[config.mk]
export PLATFORM = sky130hd
export DESIGN_NAME = mips_multicycle_control
export DESIGN_NICKNAME = d
export VERILOG_FILES = /design/src/rtl/mips_ctrl_pkg.sv /design/src/rtl/mips_alu_ctrl_decode.sv /design/src/rtl/mips_multicycle_control.sv
export SDC_FILE = /design/constraint.sdc
export NUM_CORES = 1
export LEC_CHECK = 0
export BUFFER_PORTS_ARGS = -buffer_cell sky130_fd_sc_hd__buf_4
export CORE_UTILIZATION = 30
export CTS_CLUSTER_SIZE = 28
export DETAILED_ROUTE_END_ITERATION = 6
export GPL_ROUTABILITY_DRIVEN = 0
export PLACE_DENSITY = 0.55
export SYNTH_ARGS = -nofsm -noshare
export SYNTH_HDL_FRONTEND = slang
export SYNTH_SLANG_ARGS = --single-unit
[constraint.sdc]
create_clock -name clk -period 2.7 [get_ports clk]
set_input_delay 0.135 -clock clk [delete_from_list [all_inputs] [get_ports clk]]
set_output_delay 0.135 -clock clk [all_outputs]
set_load 0.01 [all_outputs]
[src/rtl/mips_ctrl_pkg.sv]
// Shared encodings for the multi-cycle MIPS control sequencer:
// opcodes, R-type funct codes, ALU control codes and FSM states.
package mips_ctrl_pkg;

  localparam logic [5:0] RTYPE = 6'h00;
  localparam logic [5:0] ADDI  = 6'h08;
  localparam logic [5:0] SLTI  = 6'h0A;
  localparam logic [5:0] LW    = 6'h23;
  localparam logic [5:0] SW    = 6'h2B;

  localparam logic [5:0] FN_AND = 6'h24;
  localparam logic [5:0] FN_OR  = 6'h25;
  localparam logic [5:0] FN_ADD = 6'h20;
  localparam logic [5:0] FN_SUB = 6'h22;
  localparam logic [5:0] FN_SLT = 6'h2A;
  localparam logic [5:0] FN_NOR = 6'h27;

  localparam logic [3:0] ALU_AND = 4'b0000;
  localparam logic [3:0] ALU_OR  = 4'b0001;
  localparam logic [3:0] ALU_ADD = 4'b0010;
  localparam logic [3:0] ALU_SUB = 4'b0110;
  localparam logic [3:0] ALU_SLT = 4'b0111;
  localparam logic [3:0] ALU_NOR = 4'b1100;

  typedef enum logic [2:0] {
    IDLE      = 3'd0,
    DECODE    = 3'd1,
    EXECUTE   = 3'd2,
    MEM       = 3'd3,
    WRITEBACK = 3'd4
  } state_t;

endpackage

[src/rtl/mips_alu_ctrl_decode.sv]
// Combinational instruction classifier: opcode/funct to datapath controls
// plus flags telling the sequencer which path the instruction takes.
module mips_alu_ctrl_decode
  import mips_ctrl_pkg::*;
(
  input  logic [5:0] opcode,
  input  logic [5:0] funct,
  output logic [3:0] ALUCtrl,
  output logic       RegDst,
  output logic       ALUSrc,
  output logic       MemtoReg,
  output logic       isMem,
  output logic       isStore,
  output logic       legal
);

  always_comb begin
    ALUCtrl  = '0;
    RegDst   = 1'b0;
    ALUSrc   = 1'b0;
    MemtoReg = 1'b0;
    isMem    = 1'b0;
    isStore  = 1'b0;
    legal    = 1'b1;
    unique case (opcode)
      RTYPE: begin
        unique case (funct)
          FN_AND:  ALUCtrl = ALU_AND;
          FN_OR:   ALUCtrl = ALU_OR;
          FN_ADD:  ALUCtrl = ALU_ADD;
          FN_SUB:  ALUCtrl = ALU_SUB;
          FN_SLT:  ALUCtrl = ALU_SLT;
          FN_NOR:  ALUCtrl = ALU_NOR;
          default: legal   = 1'b0;
        endcase
      end
      ADDI: begin
        ALUCtrl = ALU_ADD;
        RegDst  = 1'b1;
        ALUSrc  = 1'b1;
      end
      SLTI: begin
        ALUCtrl = ALU_SLT;
        RegDst  = 1'b1;
        ALUSrc  = 1'b1;
      end
      LW: begin
        ALUCtrl  = ALU_ADD;
        RegDst   = 1'b1;
        ALUSrc   = 1'b1;
        MemtoReg = 1'b1;
        isMem    = 1'b1;
      end
      SW: begin
        ALUCtrl = ALU_ADD;
        RegDst  = 1'b1;
        ALUSrc  = 1'b1;
        isMem   = 1'b1;
        isStore = 1'b1;
      end
      default: legal = 1'b0;
    endcase
  end

endmodule

[src/rtl/mips_multicycle_control.sv]
// Multi-cycle control sequencer for the single-cycle MIPS datapath: accepts one
// instruction per handshake and steps it through DECODE/EXECUTE/MEM/WRITEBACK.
module mips_multicycle_control
  import mips_ctrl_pkg::*;
#(
  parameter int unsigned COUNT_WIDTH = 16
) (
  input  logic                   clk,
  input  logic                   rst_n,
  input  logic                   instrValid,
  input  logic [31:0]            instruction,
  output logic                   instrReady,
  output logic [31:0]            instrOut,
  output logic                   RegDst,
  output logic                   ALUSrc,
  output logic [3:0]             ALUCtrl,
  output logic                   MemRead,
  output logic                   MemWrite,
  output logic                   MemtoReg,
  output logic                   RegWrite,
  output logic                   illegal,
  output logic [COUNT_WIDTH-1:0] retiredCount
);

  state_t state, next;

  logic [3:0] dec_alu;
  logic       dec_regdst, dec_alusrc, dec_memtoreg;
  logic       dec_ismem, dec_isstore, dec_legal;
  logic       is_mem_r, is_store_r;
  logic       retire;

  mips_alu_ctrl_decode u_decode (
    .opcode   (instrOut[31:26]),
    .funct    (instrOut[5:0]),
    .ALUCtrl  (dec_alu),
    .RegDst   (dec_regdst),
    .ALUSrc   (dec_alusrc),
    .MemtoReg (dec_memtoreg),
    .isMem    (dec_ismem),
    .isStore  (dec_isstore),
    .legal    (dec_legal)
  );

  always_comb begin
    next = state;
    unique case (state)
      IDLE:      if (instrValid) next = DECODE;
      DECODE:    next = dec_legal ? EXECUTE : IDLE;
      EXECUTE:   next = is_mem_r ? MEM : WRITEBACK;
      MEM:       next = is_store_r ? IDLE : WRITEBACK;
      WRITEBACK: next = IDLE;
      default:   next = IDLE;
    endcase
  end

  always_ff @(posedge clk or negedge rst_n) begin
    if (!rst_n) state <= IDLE;
    else        state <= next;
  end

  always_ff @(posedge clk or negedge rst_n) begin
    if (!rst_n) instrOut <= '0;
    else if (state == IDLE && instrValid) instrOut <= instruction;
  end

  // Decoded controls are captured once in DECODE and cleared on any return to
  // IDLE, so an illegal encoding leaves them at zero.
  always_ff @(posedge clk or negedge rst_n) begin
    if (!rst_n) begin
      ALUCtrl    <= '0;
      RegDst     <= 1'b0;
      ALUSrc     <= 1'b0;
      MemtoReg   <= 1'b0;
      is_mem_r   <= 1'b0;
      is_store_r <= 1'b0;
    end else if (state == DECODE && dec_legal) begin
      ALUCtrl    <= dec_alu;
      RegDst     <= dec_regdst;
      ALUSrc     <= dec_alusrc;
      MemtoReg   <= dec_memtoreg;
      is_mem_r   <= dec_ismem;
      is_store_r <= dec_isstore;
    end else if (next == IDLE) begin
      ALUCtrl    <= '0;
      RegDst     <= 1'b0;
      ALUSrc     <= 1'b0;
      MemtoReg   <= 1'b0;
      is_mem_r   <= 1'b0;
      is_store_r <= 1'b0;
    end
  end

  assign retire = (state == WRITEBACK) || (state == MEM && is_store_r);

  always_ff @(posedge clk or negedge rst_n) begin
    if (!rst_n)      retiredCount <= '0;
    else if (retire) retiredCount <= retiredCount + COUNT_WIDTH'(1);
  end

  // Strobes decode straight from the state register so reset kills them at once.
  assign instrReady = (state == IDLE) && rst_n;
  assign illegal    = (state == DECODE) && !dec_legal;
  assign RegWrite   = (state == WRITEBACK);
  assign MemWrite   = (state == MEM) && is_store_r;
  assign MemRead    = (state == MEM || state == WRITEBACK) && is_mem_r && !is_store_r;

endmodule

==> impl_results.md <==
- TritonCTS clock tree: done
- Root Buffer: clkbuf_8
- Final period util: 0.8415
- Most common cell in the netlist: dfrtp_1
- Sequence of cells on the critical path: nor4b_1, nand2_1, o21a_1, and2_1, buf_4
- Setup ws final: between 0.4 and 0.5 ns
- Mapped cell area: 2542 sq um
- Share of cells above drive strength 1: 0.4885
- Post-DR vias/cell: 4.654
- CP startpoint kind: register
- Global-route wire length before repair: roughly 9.4 mm
- Die X: approximately 94 um
- Async set-reset flop share out of synthesis: 1.000
- Pins Over Slew Limit: 0
- Final wirelength: 5.684 mm
- #FFs+latches synth: 59
- Worst path required time: between 2 and 3 ns
- Hold Path Sink: instrOut[15]
- Worst slack, placed: slightly below 0.9 ns
- DR WL/cell: around 14 um
- Via count: 1908
- Worst-path fanout max: 7
- Rel. slew slack: 0.5111
- Most area-consuming cells after synthesis: dfrtp_1 (58%), mux2_2 (14%), xnor2_1 (4.5%), nand2_1 (2.8%), and2_1 (1.5%)
- Library cells used by synthesis: 43
- Setup TNS: 0 ns
- Family with the most delay on the worst path: simple AND/OR/NAND/NOR gates
- Max Cap Viol: 0
- Max Freq: between 400 and 500 MHz
- Final global-route overflow total: 0
- Initial antenna violation count: 0
- Pwr/cell area: approximately 720 nW/um^2
- Row cnt: 33
- Avg Cell Area, Syn: 12.78 sq um
- Max stage delay cell, worst path: nor4b_1
- Fin crit period: around 2.3 ns
- Status: completed
- Clock Latency Late Sink: approximately 0.33 ns
- Syn Nets: approximately 240
- CP arrival: 2.14 ns
- Crit path buffers/inverters: 1
- Cells after Synth: 199
- Critical path class: reg2out
- CP Capture Type: output pin
- Worst Tran Pin Value: between 0.7 and 0.8 ns
- Port Buffer Count: 94
- Worst R2R Path Depth: 4
- Iteration-0 DRC Markers: slightly below 60
- Clock sink total: a little under 60
- Commonest cells in the netlist: dfrtp_1 (59), mux2_2 (32), nand2_1 (19)
- Core area: between 8000 and 9000 sq um
- Setup Skew: between 0.005 and 0.006 ns
- DRC viols: 0
- Synth-to-layout area growth: 40.21%
- Die area: between 8000 and 9000 sq um
- H-tree levels: 3
- Io pins: 95
- Final Power: between 2 and 3 mW
- Yosys warnings: 0
- Nets@finish: ~340
- Initial Util: 0.3094
- Post-CTS setup buffer count: 0
- Top FF cell, synth: dfrtp_1
- Die Ht: between 90 and 100 um
- Hpwl dp: 3.948 mm
- Final ANT Viol Nets: 0
- End of the worst register-to-register path: ALUCtrl[1]
- Register area share after synthesis: 0.5807
- Layout fillers: 817
- Vias in the first global route: 1850
- Tightest Hold Check Type: in2reg
- Critical register-to-register path startpoint: instrOut[29]
- R2r setup slk: ~0.8 ns
- Max VDD drop: around 0.29 mV
- Reg clk slew, reported paths: ~0.070 ns
- Total track usage: 0.1408
- Final setup vio count: 0
- Synth area leader: dfrtp_1
- RSZ-0062 raised after global routing: false
- # diodes: 0
- Max Root-Sink Buffers: 2
- Hold depth: 2
- TritonCTS Buffers: 9
- Top cell type's share of synthesized area: 0.5807
- Hold Crit Start: instruction[15]
- Largest net degree at the start of global routing: 56
- Post-synth EDFFs: 0
- Static leakage: ~1.7 nW
- Final Hold Viols: 0
- CP max stage delay: 0.68 ns
- 1st-pass router iterations: 4
==> worst max-delay path by stage <==
stage          depth (start not counted)         start  slack (ns)      endpoint
3_5_place_dp                           5  instrOut[29]        0.88       illegal
4_1_cts                                5  instrOut[29]        0.42       illegal
2_1_floorplan                          6      state[1]        1.09  instrOut[10]
3_3_place_gp                           5  instrOut[29]        0.94       illegal
5_1_grt                                5  instrOut[29]        0.28       illegal
6_report                               5  instrOut[29]        0.43       illegal
==> sequential cells by signal, summed over array words and instances, names as in the netlist <==
register and flops:
is_store_r 1, state 3, MemtoReg 1, instrOut 32
ALUCtrl 4, ALUSrc 1, retiredCount 16, is_mem_r 1
==> cell families (layout without fill, tap and decap cells) <==
group,count (synthesis),after routing,share of synthesized area
AO/OA/AOI/OAI,23,23,0.07039
XOR/XNOR,15,15,0.05167
adder cells (fa/ha/maj),1,1,0.004920
buffers and inverters,12,118,0.02214
flip-flops,59,59,0.5807
multiplexers,33,33,0.1457
AND/OR/NAND/NOR,56,56,0.1245
==> repair_timing <==
item	CTS	global route
hold buffers	2	0
gates resized for setup	0	0
endpoints found under the hold margin	5	0
==> metal layers <==
| layer | global-route usage | part of all wire | vias to the layer above |
|---|---|---|---|
| li1 | - | - | 902 |
| met1 | 0.1816 | 0.45 | 936 |
| met2 | 0.2038 | 0.46 | 59 |
| met3 | 0.05583 | 0.074 | 11 |
| met4 | 0.06923 | 0.018 | 0 |
| met5 | 0 | 0 | - |
==> through the flow <==
step                cell area (sq um)  hold slack, ns  instances    util
finish                           3565         0.02634        410  0.4338
global route                     3565        0.009990        410  0.4338
CTS                              3565       0.0008759        410  0.4338
detailed placement               3353        -0.05210        392  0.4081
global placement                 3353        -0.05722        392  0.4081
floorplan                        2542         -0.1606        199       -
==> report_power, final <==
| part | switching (mW) | total (mW) | internal [mW] |
|---|---|---|---|
| logic | 0.262 | 0.631 | 0.368 |
| registers | 0.137 | 1.16 | 1.03 |
| clock network | 0.335 | 0.768 | 0.433 |
==> final cells by class <==
type	instances	area, sq um	area share
Sequential cell	59	1476	0.4142
Multi-Input combinational cell	128	1010	0.2833
Timing Repair Buffer	98	740.7	0.2078
Clock buffer	15	186.4	0.05230
Tap cell	105	131.4	0.03686
Inverter	4	15.01	0.004212
Clock inverter	1	5.005	0.001404
==> layout by cell type (no fill, tap or decap), types with 2 or more instances in the layout <==
master | Yosys | final
buf_4 | 1 | 96
o21ai_2 | 2 | 2
or3b_1 | 2 | 2
xnor2_1 | 13 | 13
nand2b_1 | 2 | 2
nand3_1 | 7 | 7
nand2_1 | 19 | 19
xor2_1 | 2 | 2
mux2_2 | 32 | 32
and3_1 | 4 | 4
dlygate4sd3_1 | 0 | 2
nand4_1 | 4 | 4
clkbuf_1 | 1 | 2
clkbuf_8 | 0 | 13
o21ai_0 | 7 | 7
nor3_1 | 3 | 3
dfrtp_1 | 59 | 59
inv_1 | 3 | 3
and2_1 | 6 | 6
a21oi_1 | 2 | 2
(Power assumes the default switching activity.)
